### src/rtl/keymgr_pkg.sv
// Key manager types shared with sideload consumers: the hardware key request
// and the sideload sequencer state encoding.
package keymgr_pkg;

  localparam int unsigned KeyWidth     = 256;
  localparam int unsigned NumSharesKey = 2;
  localparam int unsigned NumRegsKey   = 8;
  localparam int unsigned WordW        = 32;
  localparam int unsigned ShareIdxW    = (NumSharesKey > 1) ? $clog2(NumSharesKey) : 1;
  localparam int unsigned RegIdxW      = (NumRegsKey > 1) ? $clog2(NumRegsKey) : 1;

  typedef logic [NumSharesKey-1:0][KeyWidth-1:0] key_shares_t;

  typedef struct packed {
    logic        valid;
    key_shares_t key;
  } hw_key_req_t;

  typedef enum logic [1:0] {
    SlIdle,
    SlLoad,
    SlActive,
    SlWipe
  } sideload_state_e;

  function automatic logic [WordW-1:0] key_word(input key_shares_t key,
                                                input logic [ShareIdxW-1:0] share,
                                                input logic [RegIdxW-1:0] idx);
    return key[share][idx*WordW +: WordW];
  endfunction

endpackage

### src/rtl/keymgr_sideload_ctrl.sv
// Streams a captured two-share key into a consumer's sideload registers one
// word per handshake, and wipes those registers when the key is withdrawn.
module keymgr_sideload_ctrl
  import keymgr_pkg::*;
(
  input  logic                 clk_i,
  input  logic                 rst_ni,
  input  hw_key_req_t          keymgr_key_i,
  output logic                 wr_valid_o,
  input  logic                 wr_ready_i,
  output logic [ShareIdxW-1:0] wr_share_o,
  output logic [RegIdxW-1:0]   wr_idx_o,
  output logic [WordW-1:0]     wr_data_o,
  output logic                 wr_wipe_o,
  output logic                 key_valid_o,
  output logic                 busy_o,
  output logic                 err_o
);

  sideload_state_e      state_q, state_d;
  key_shares_t          key_q, key_d;
  logic [ShareIdxW-1:0] share_q, share_d;
  logic [RegIdxW-1:0]   idx_q, idx_d;
  logic                 abort_q, abort_d;
  logic                 err_q, err_d;
  logic                 wr_valid_q, wr_valid_d;
  logic                 wr_wipe_q, wr_wipe_d;
  logic                 key_valid_q, key_valid_d;
  logic                 busy_q, busy_d;

  logic xfer;
  logic last_beat;
  logic key_changed;

  assign xfer        = wr_valid_q & wr_ready_i;
  assign last_beat   = (share_q == ShareIdxW'(NumSharesKey - 1)) &&
                       (idx_q == RegIdxW'(NumRegsKey - 1));
  assign key_changed = keymgr_key_i.valid && (keymgr_key_i.key != key_q);

  always_comb begin
    state_d     = state_q;
    key_d       = key_q;
    share_d     = share_q;
    idx_d       = idx_q;
    abort_d     = abort_q;
    err_d       = err_q;
    key_valid_d = 1'b0;

    unique case (state_q)
      SlIdle: begin
        if (keymgr_key_i.valid) begin
          key_d   = keymgr_key_i.key;
          share_d = '0;
          idx_d   = '0;
          abort_d = 1'b0;
          state_d = SlLoad;
        end
      end

      SlLoad: begin
        if (key_changed) err_d = 1'b1;
        // A withdrawn key still lets the presented beat finish before wiping.
        if (xfer) begin
          if (abort_q || !keymgr_key_i.valid) begin
            key_d   = '0;
            share_d = '0;
            idx_d   = '0;
            abort_d = 1'b0;
            state_d = SlWipe;
          end else if (last_beat) begin
            state_d = SlActive;
          end else if (idx_q == RegIdxW'(NumRegsKey - 1)) begin
            idx_d   = '0;
            share_d = share_q + ShareIdxW'(1);
          end else begin
            idx_d = idx_q + RegIdxW'(1);
          end
        end else if (!keymgr_key_i.valid) begin
          abort_d = 1'b1;
        end
      end

      SlActive: begin
        if (key_changed) err_d = 1'b1;
        if (!keymgr_key_i.valid) begin
          key_d   = '0;
          share_d = '0;
          idx_d   = '0;
          state_d = SlWipe;
        end else begin
          key_valid_d = 1'b1;
        end
      end

      SlWipe: begin
        if (xfer) begin
          if (last_beat) begin
            share_d = '0;
            idx_d   = '0;
            state_d = SlIdle;
          end else if (idx_q == RegIdxW'(NumRegsKey - 1)) begin
            idx_d   = '0;
            share_d = share_q + ShareIdxW'(1);
          end else begin
            idx_d = idx_q + RegIdxW'(1);
          end
        end
      end

      default: state_d = SlIdle;
    endcase

    wr_valid_d = (state_d == SlLoad) || (state_d == SlWipe);
    wr_wipe_d  = (state_d == SlWipe);
    busy_d     = wr_valid_d;
  end

  always_ff @(posedge clk_i or negedge rst_ni) begin
    if (!rst_ni) begin
      state_q     <= SlIdle;
      key_q       <= '0;
      share_q     <= '0;
      idx_q       <= '0;
      abort_q     <= 1'b0;
      err_q       <= 1'b0;
      wr_valid_q  <= 1'b0;
      wr_wipe_q   <= 1'b0;
      key_valid_q <= 1'b0;
      busy_q      <= 1'b0;
    end else begin
      state_q     <= state_d;
      key_q       <= key_d;
      share_q     <= share_d;
      idx_q       <= idx_d;
      abort_q     <= abort_d;
      err_q       <= err_d;
      wr_valid_q  <= wr_valid_d;
      wr_wipe_q   <= wr_wipe_d;
      key_valid_q <= key_valid_d;
      busy_q      <= busy_d;
    end
  end

  assign wr_valid_o  = wr_valid_q;
  assign wr_share_o  = share_q;
  assign wr_idx_o    = idx_q;
  assign wr_data_o   = (wr_valid_q && !wr_wipe_q) ? key_word(key_q, share_q, idx_q) : '0;
  assign wr_wipe_o   = wr_wipe_q;
  assign key_valid_o = key_valid_q;
  assign busy_o      = busy_q;
  assign err_o       = err_q;

endmodule
### config.mk
export PLATFORM = sky130hd
export DESIGN_NAME = keymgr_sideload_ctrl
export DESIGN_NICKNAME = d
export VERILOG_FILES = /design/src/rtl/keymgr_pkg.sv /design/src/rtl/keymgr_sideload_ctrl.sv
export SDC_FILE = /design/constraint.sdc
export NUM_CORES = 2
export LEC_CHECK = 0
export ABC_AREA = 1
export CAP_MARGIN = 10
export CORE_ASPECT_RATIO = 1.5
export CORE_MARGIN = 2
export CORE_UTILIZATION = 25
export CTS_BUF_LIST = sky130_fd_sc_hd__clkbuf_8
export DETAILED_ROUTE_END_ITERATION = 10
export GPL_ROUTABILITY_DRIVEN = 0
export PLACE_DENSITY_LB_ADDON = 0.12
export SYNTH_ARGS = -nofsm -noshare
export SYNTH_HDL_FRONTEND = slang
export SYNTH_SLANG_ARGS = --single-unit
### constraint.sdc
create_clock -name clk_i -period 6.05 [get_ports clk_i]
set_clock_uncertainty 0.05 [all_clocks]
set_input_delay 1.21 -clock clk_i [delete_from_list [all_inputs] [get_ports clk_i]]
set_output_delay 1.21 -clock clk_i [all_outputs]
set_load 0.01 [all_outputs]
# After elaboration in Yosys (flattened, before gate mapping)
# Index checks and enable logic that the tools add are counted.
[totals] regBits=523 inputBits=516 out_inout_bits=41
[classes] add_sub_neg=2 n_lt_le_gt_ge=1 n_eq_ne=15 shift=1 mux=40 bitwise=1 reduce_logical=15
[ops] cell="512-bit two-way mux" n=4
[ops] cell="512-bit case mux with 3 select lines" n=1
[ops] cell="256-bit two-way mux" n=2
[ops] cell="512-bit inequality test" n=1
[ops] cell="256-bit by 9-bit indexed part select with 32-bit output" n=1
[ops] cell="32-bit two-way mux" n=1
[ops] cell="3-bit two-way mux" n=8
[ops] cell="2-bit two-way mux" n=7
[ops] cell="1-bit two-way mux" n=13
[ops] cell="3-bit case mux with 4 select lines" n=1
[ops] cell="2-bit inequality test, second input constant" n=5
[ops] cell="5-bit AND reduction" n=2
[ops] cell="3-bit inequality test, second input constant" n=3
[ops] cell="2-bit case mux with 4 select lines" n=1
[ops] cell="2-bit equality test, second input constant" n=3
[ops] cell="2-bit by 1-bit equality test with 1-bit output, second input constant" n=2
[ops] cell="1-bit case mux with 4 select lines" n=1
[ops] cell="4-bit AND reduction" n=1
[ops] cell="3-bit by 1-bit adder with 3-bit output, second input constant" n=1
[ops] cell="3-bit equality test, second input constant" n=1
[ops] cell="1-bit logical AND" n=3
[ops] cell="3-bit nonzero test" n=1
[ops] cell="1-bit zero test" n=2
[ops] cell="2-bit zero test" n=1
[ops] cell="8 further kinds" n=9

# Longest topological paths before layout
[logic_depth] word_depth=8 depth_mapped=14 depth_no_buf=14

# Worst setup path before layout
# OpenSTA, ideal clock, no wires.
[synth_path] path_type="flip-flop to output port" start="register share_q, in the netlist wr_share_o" end="output wr_data_o[21]" t_arrival_ns=1.627 path_slack_ns=3.163 stages_incl_launch_ff=10 n_path_buf=3 cell_sequence="dfrtp_1 -> inv_2 -> buf_2 -> buf_2 -> buf_1 -> a21oi_1 -> o21ai_0 -> nand3_1 -> nand3_1 -> a21oi_1"
[synth_between] elab_chain_cells=4
[synth_lines] element="from (decl)" line="keymgr_sideload_ctrl.sv:22" text="logic [ShareIdxW-1:0] share_q, share_d;"
[synth_lines] element="from (signal assigned)" line="keymgr_sideload_ctrl.sv:133" text="share_q <= share_d;"
[synth_lines] element="256-bit two-way mux (implied by the code) (2 in series)" line="keymgr_pkg.sv:29" text="return key[share][idx*WordW +: WordW];"
[synth_lines] element="256-bit by 9-bit indexed part select with 32-bit output" line="keymgr_pkg.sv:29"
[synth_lines] element="32-bit two-way mux" line="keymgr_sideload_ctrl.sv:147" text="assign wr_data_o = (wr_valid_q && !wr_wipe_q) ? key_word(key_q, share_q, idx_q) : '0;"
[synth_lines] element="to (decl)" line="keymgr_sideload_ctrl.sv:13" text="output logic [WordW-1:0] wr_data_o,"
# Every way passes these cells. The select of a mux whose other input is x is not followed.

# Worst setup path in the final report
[layout_path] start="register idx_q[0], in the netlist wr_idx_o[0]" end="output wr_data_o[6]"
[layout_between] elab_chain_cells=2
[layout_lines] element="from (decl)" line="keymgr_sideload_ctrl.sv:23" text="logic [RegIdxW-1:0] idx_q, idx_d;"
[layout_lines] element="from (signal assigned)" line="keymgr_sideload_ctrl.sv:134" text="idx_q <= idx_d;"
[layout_lines] element="256-bit by 9-bit indexed part select with 32-bit output" line="keymgr_pkg.sv:29"
[layout_lines] element="32-bit two-way mux" line="keymgr_sideload_ctrl.sv:147"
# Every way passes these cells.

==> impl_metrics.ini <==
[route]
antenna_left = 0
drt-pass1-iter-count = 5
routed_via_density = 4.61
wl_per_cell_um = 24.4
initialDrtViolationCount = 2221
drc = 0
vias = 30600
wl_mm = 162

[pwr]
peakVddDrop_mv = 0.640
finalPower_w = 0.0223
p_int_w = 0.0110
netSwitchingPower_w = 0.0113
powerDensity_nw_per_um2 = 495
p_seq_frac = 0.267
p_sw_frac = 0.507
p_leak_nw = 17.1
comb_power_share = 0.564
pwr-share-clk = 0.169

[timing]
rsz0062_at_grt = false
final-setup-viol-count = 0
period_share = 0.884
tightest_slew_ps = 1120
hold_viol = 0
fin_crit_ps = 5350
max_slew_margin = 0.248
clock.fmax_ghz = 0.187
setup_ws_ps = 703
slew_violations = 0
setup_tns_ps = 0

[synth]
yosysUniqueCellTypes = 31
avgSynthCellArea_um2 = 8.56
syn_nets = 4750
synth_top_family_by_area = simple AND/OR/NAND/NOR gates
yosysSeqAreaShare = 0.362
yosys.area_share.adder = 0.00242
synth_seq_cells = 523
synth-xor-area-share = 0.119
syn_inst = 4227
synth_compound_area_frac = 0.191
ys_warn_count = 0
synth-simple-area-share = 0.215
syn-cell-area_um2 = 36200
synthMuxAreaShare = 0

[layout]
mostFrequentLayoutCells = inv_1, clkdlybuf4s50_1, dfrtp_1
stdcell_area_um2 = 45000
regArea_um2 = 13100
final_common_cell = inv_1
fill_cells = 15500
multi_input_area_um2 = 19100
areaGrowthSynthToFinish_pct = 24.3
drive_above_1_share = 0.214
nets = 5185

[job]
cap_violations = 0

[worst_setup_path]
path_class = reg2out
r2r_setup_slack_ps = 2830
path_delay_family = compound AO/OA/AOI/OAI gates
cp.arrival_ps = 4090
path_max_fanout = 96
cp.required_ps = 4790
slowest_delay_ps = 680
end_kind = primary output
slowest_stage = dfrtp_4
path_buf_inv = 2
critPathLaunchType = flop
cp_cell_sequence = buf_12, a21oi_1, o21ai_0, nand3_1, nand3_1, a21oi_1, clkdlybuf4s50_1

[global_routing]
grt_pass1_vias = 31000
grt_use_total = 0.216
antenna_found_initial = 17
grt_pass1_wl_mm = 228
grt_max_degree = 128
grt-ovfl-total = 0

[clock_tree]
clock_sinks = 523
cts_root_buf = clkbuf_8
cts_tree = done
cts_setup_buffers = 0
hold_buffers = 0
cts_buffer_depth = 3
clock_latency_ps = 800
cts_buffers = 99
cts_resized = 0
clk_pin_slew_ps = 60
ctsHtreeMaxLevel = 3

[die]
die_area_um2 = 148000
chipWidth_um = 315
core_um2 = 144000
design.portCount = 557
die_h_um = 470
initial_core_util = 0.251
num_rows = 171

[worst_hold_path]
holdCritPathClass = in2async

[placed_design]
dpl.hpwl_mm = 126
dpl_cell_area_um2 = 42900
port-buffer-count = 556
pre_cts_ws_ps = 1620

[status]
status = completed
## state kept, by name, indices dropped and copies added, names as in the netlist
| register | flops |
|---|---|
| wr_wipe_o | 1 |
| key_q | 512 |
| abort_q | 1 |
| state_q | 2 |
| err_o | 1 |
| wr_share_o | 1 |
| busy_o | 1 |
| key_valid_o | 1 |
| wr_idx_o | 3 |
## final cells by class
class / count / share of cell area
multi-input cells: 2871 / 0.424
flip-flops and latches: 523 / 0.291
clock inverters: 47 / 0.00573
repair buffers: 613 / 0.139
inverters: 554 / 0.0465
diodes: 3 / 0.000167
clock buffers: 131 / 0.0401
well taps: 1903 / 0.0529
## cells by family (layout without fill, tap and decap cells)
| family | Yosys count | in the layout |
|---|---|---|
| compound gates | 1074 | 1074 |
| xor+xnor | 492 | 492 |
| fa+ha+maj | 7 | 7 |
| buf+inv | 833 | 1345 |
| flops | 523 | 523 |
| other cells | 0 | 3 |
| simple gates | 1298 | 1298 |
## power groups by stage
stage               combinational [W]  sequential [W]  clock [W]
floorplan                     0.00982         0.00556          0
global placement               0.0127         0.00601          0
detailed placement             0.0127         0.00603          0
CTS                            0.0128         0.00597    0.00392
global route                   0.0137         0.00610    0.00404
finish                         0.0126         0.00595    0.00376
## per-layer routing
layer	up-vias	global-route usage	part of all wire
li1	14800	-	-
met1	14700	0.273	0.42
met2	946	0.361	0.48
met3	194	0.0336	0.055
met4	14	0.0908	0.042
met5	-	0	0.00052
## metrics by stage
step,hold WS (ps),instances,utilization
2_1_floorplan,450,4227,-
3_3_place_gp,411,6464,0.298
3_5_place_dp,422,6464,0.298
4_1_cts,359,6642,0.312
5_1_grt,413,6643,0.312
6_report,392,6645,0.312
## worst paths after layout
kind                                      to        start  depth (start not counted)
worst max-delay path            wr_data_o[6]  wr_idx_o[0]                          7
worst min-delay path              key_q[471]       rst_ni                          1
worst max register to register    key_q[197]   state_q[0]                          9
worst min register to register         err_o        err_o                          2
max in group asynchronous         key_q[309]       rst_ni                          2
min in group clk_i                     err_o        err_o                          2
## synth_stat cells (all sizes together)
master   count  area, µm²
nor3         2       15.0
o32ai        2       17.5
nand2      411       1540
nor2       178        678
xnor2      492       4310
o2111ai      1       8.76
o21ai      777       5390
and2         1       6.26
o211ai       2       15.0
inv        554       2080
a21oi      289       1450
o31ai        1       7.51
buf        201       1660
clkbuf      78        299
dfrtp      523      13100
a211oi       1       7.51
o311a        1       10.0
nand3      706       5540
ha           7       87.6
Note: power is estimated with default switching activity, not from simulation.
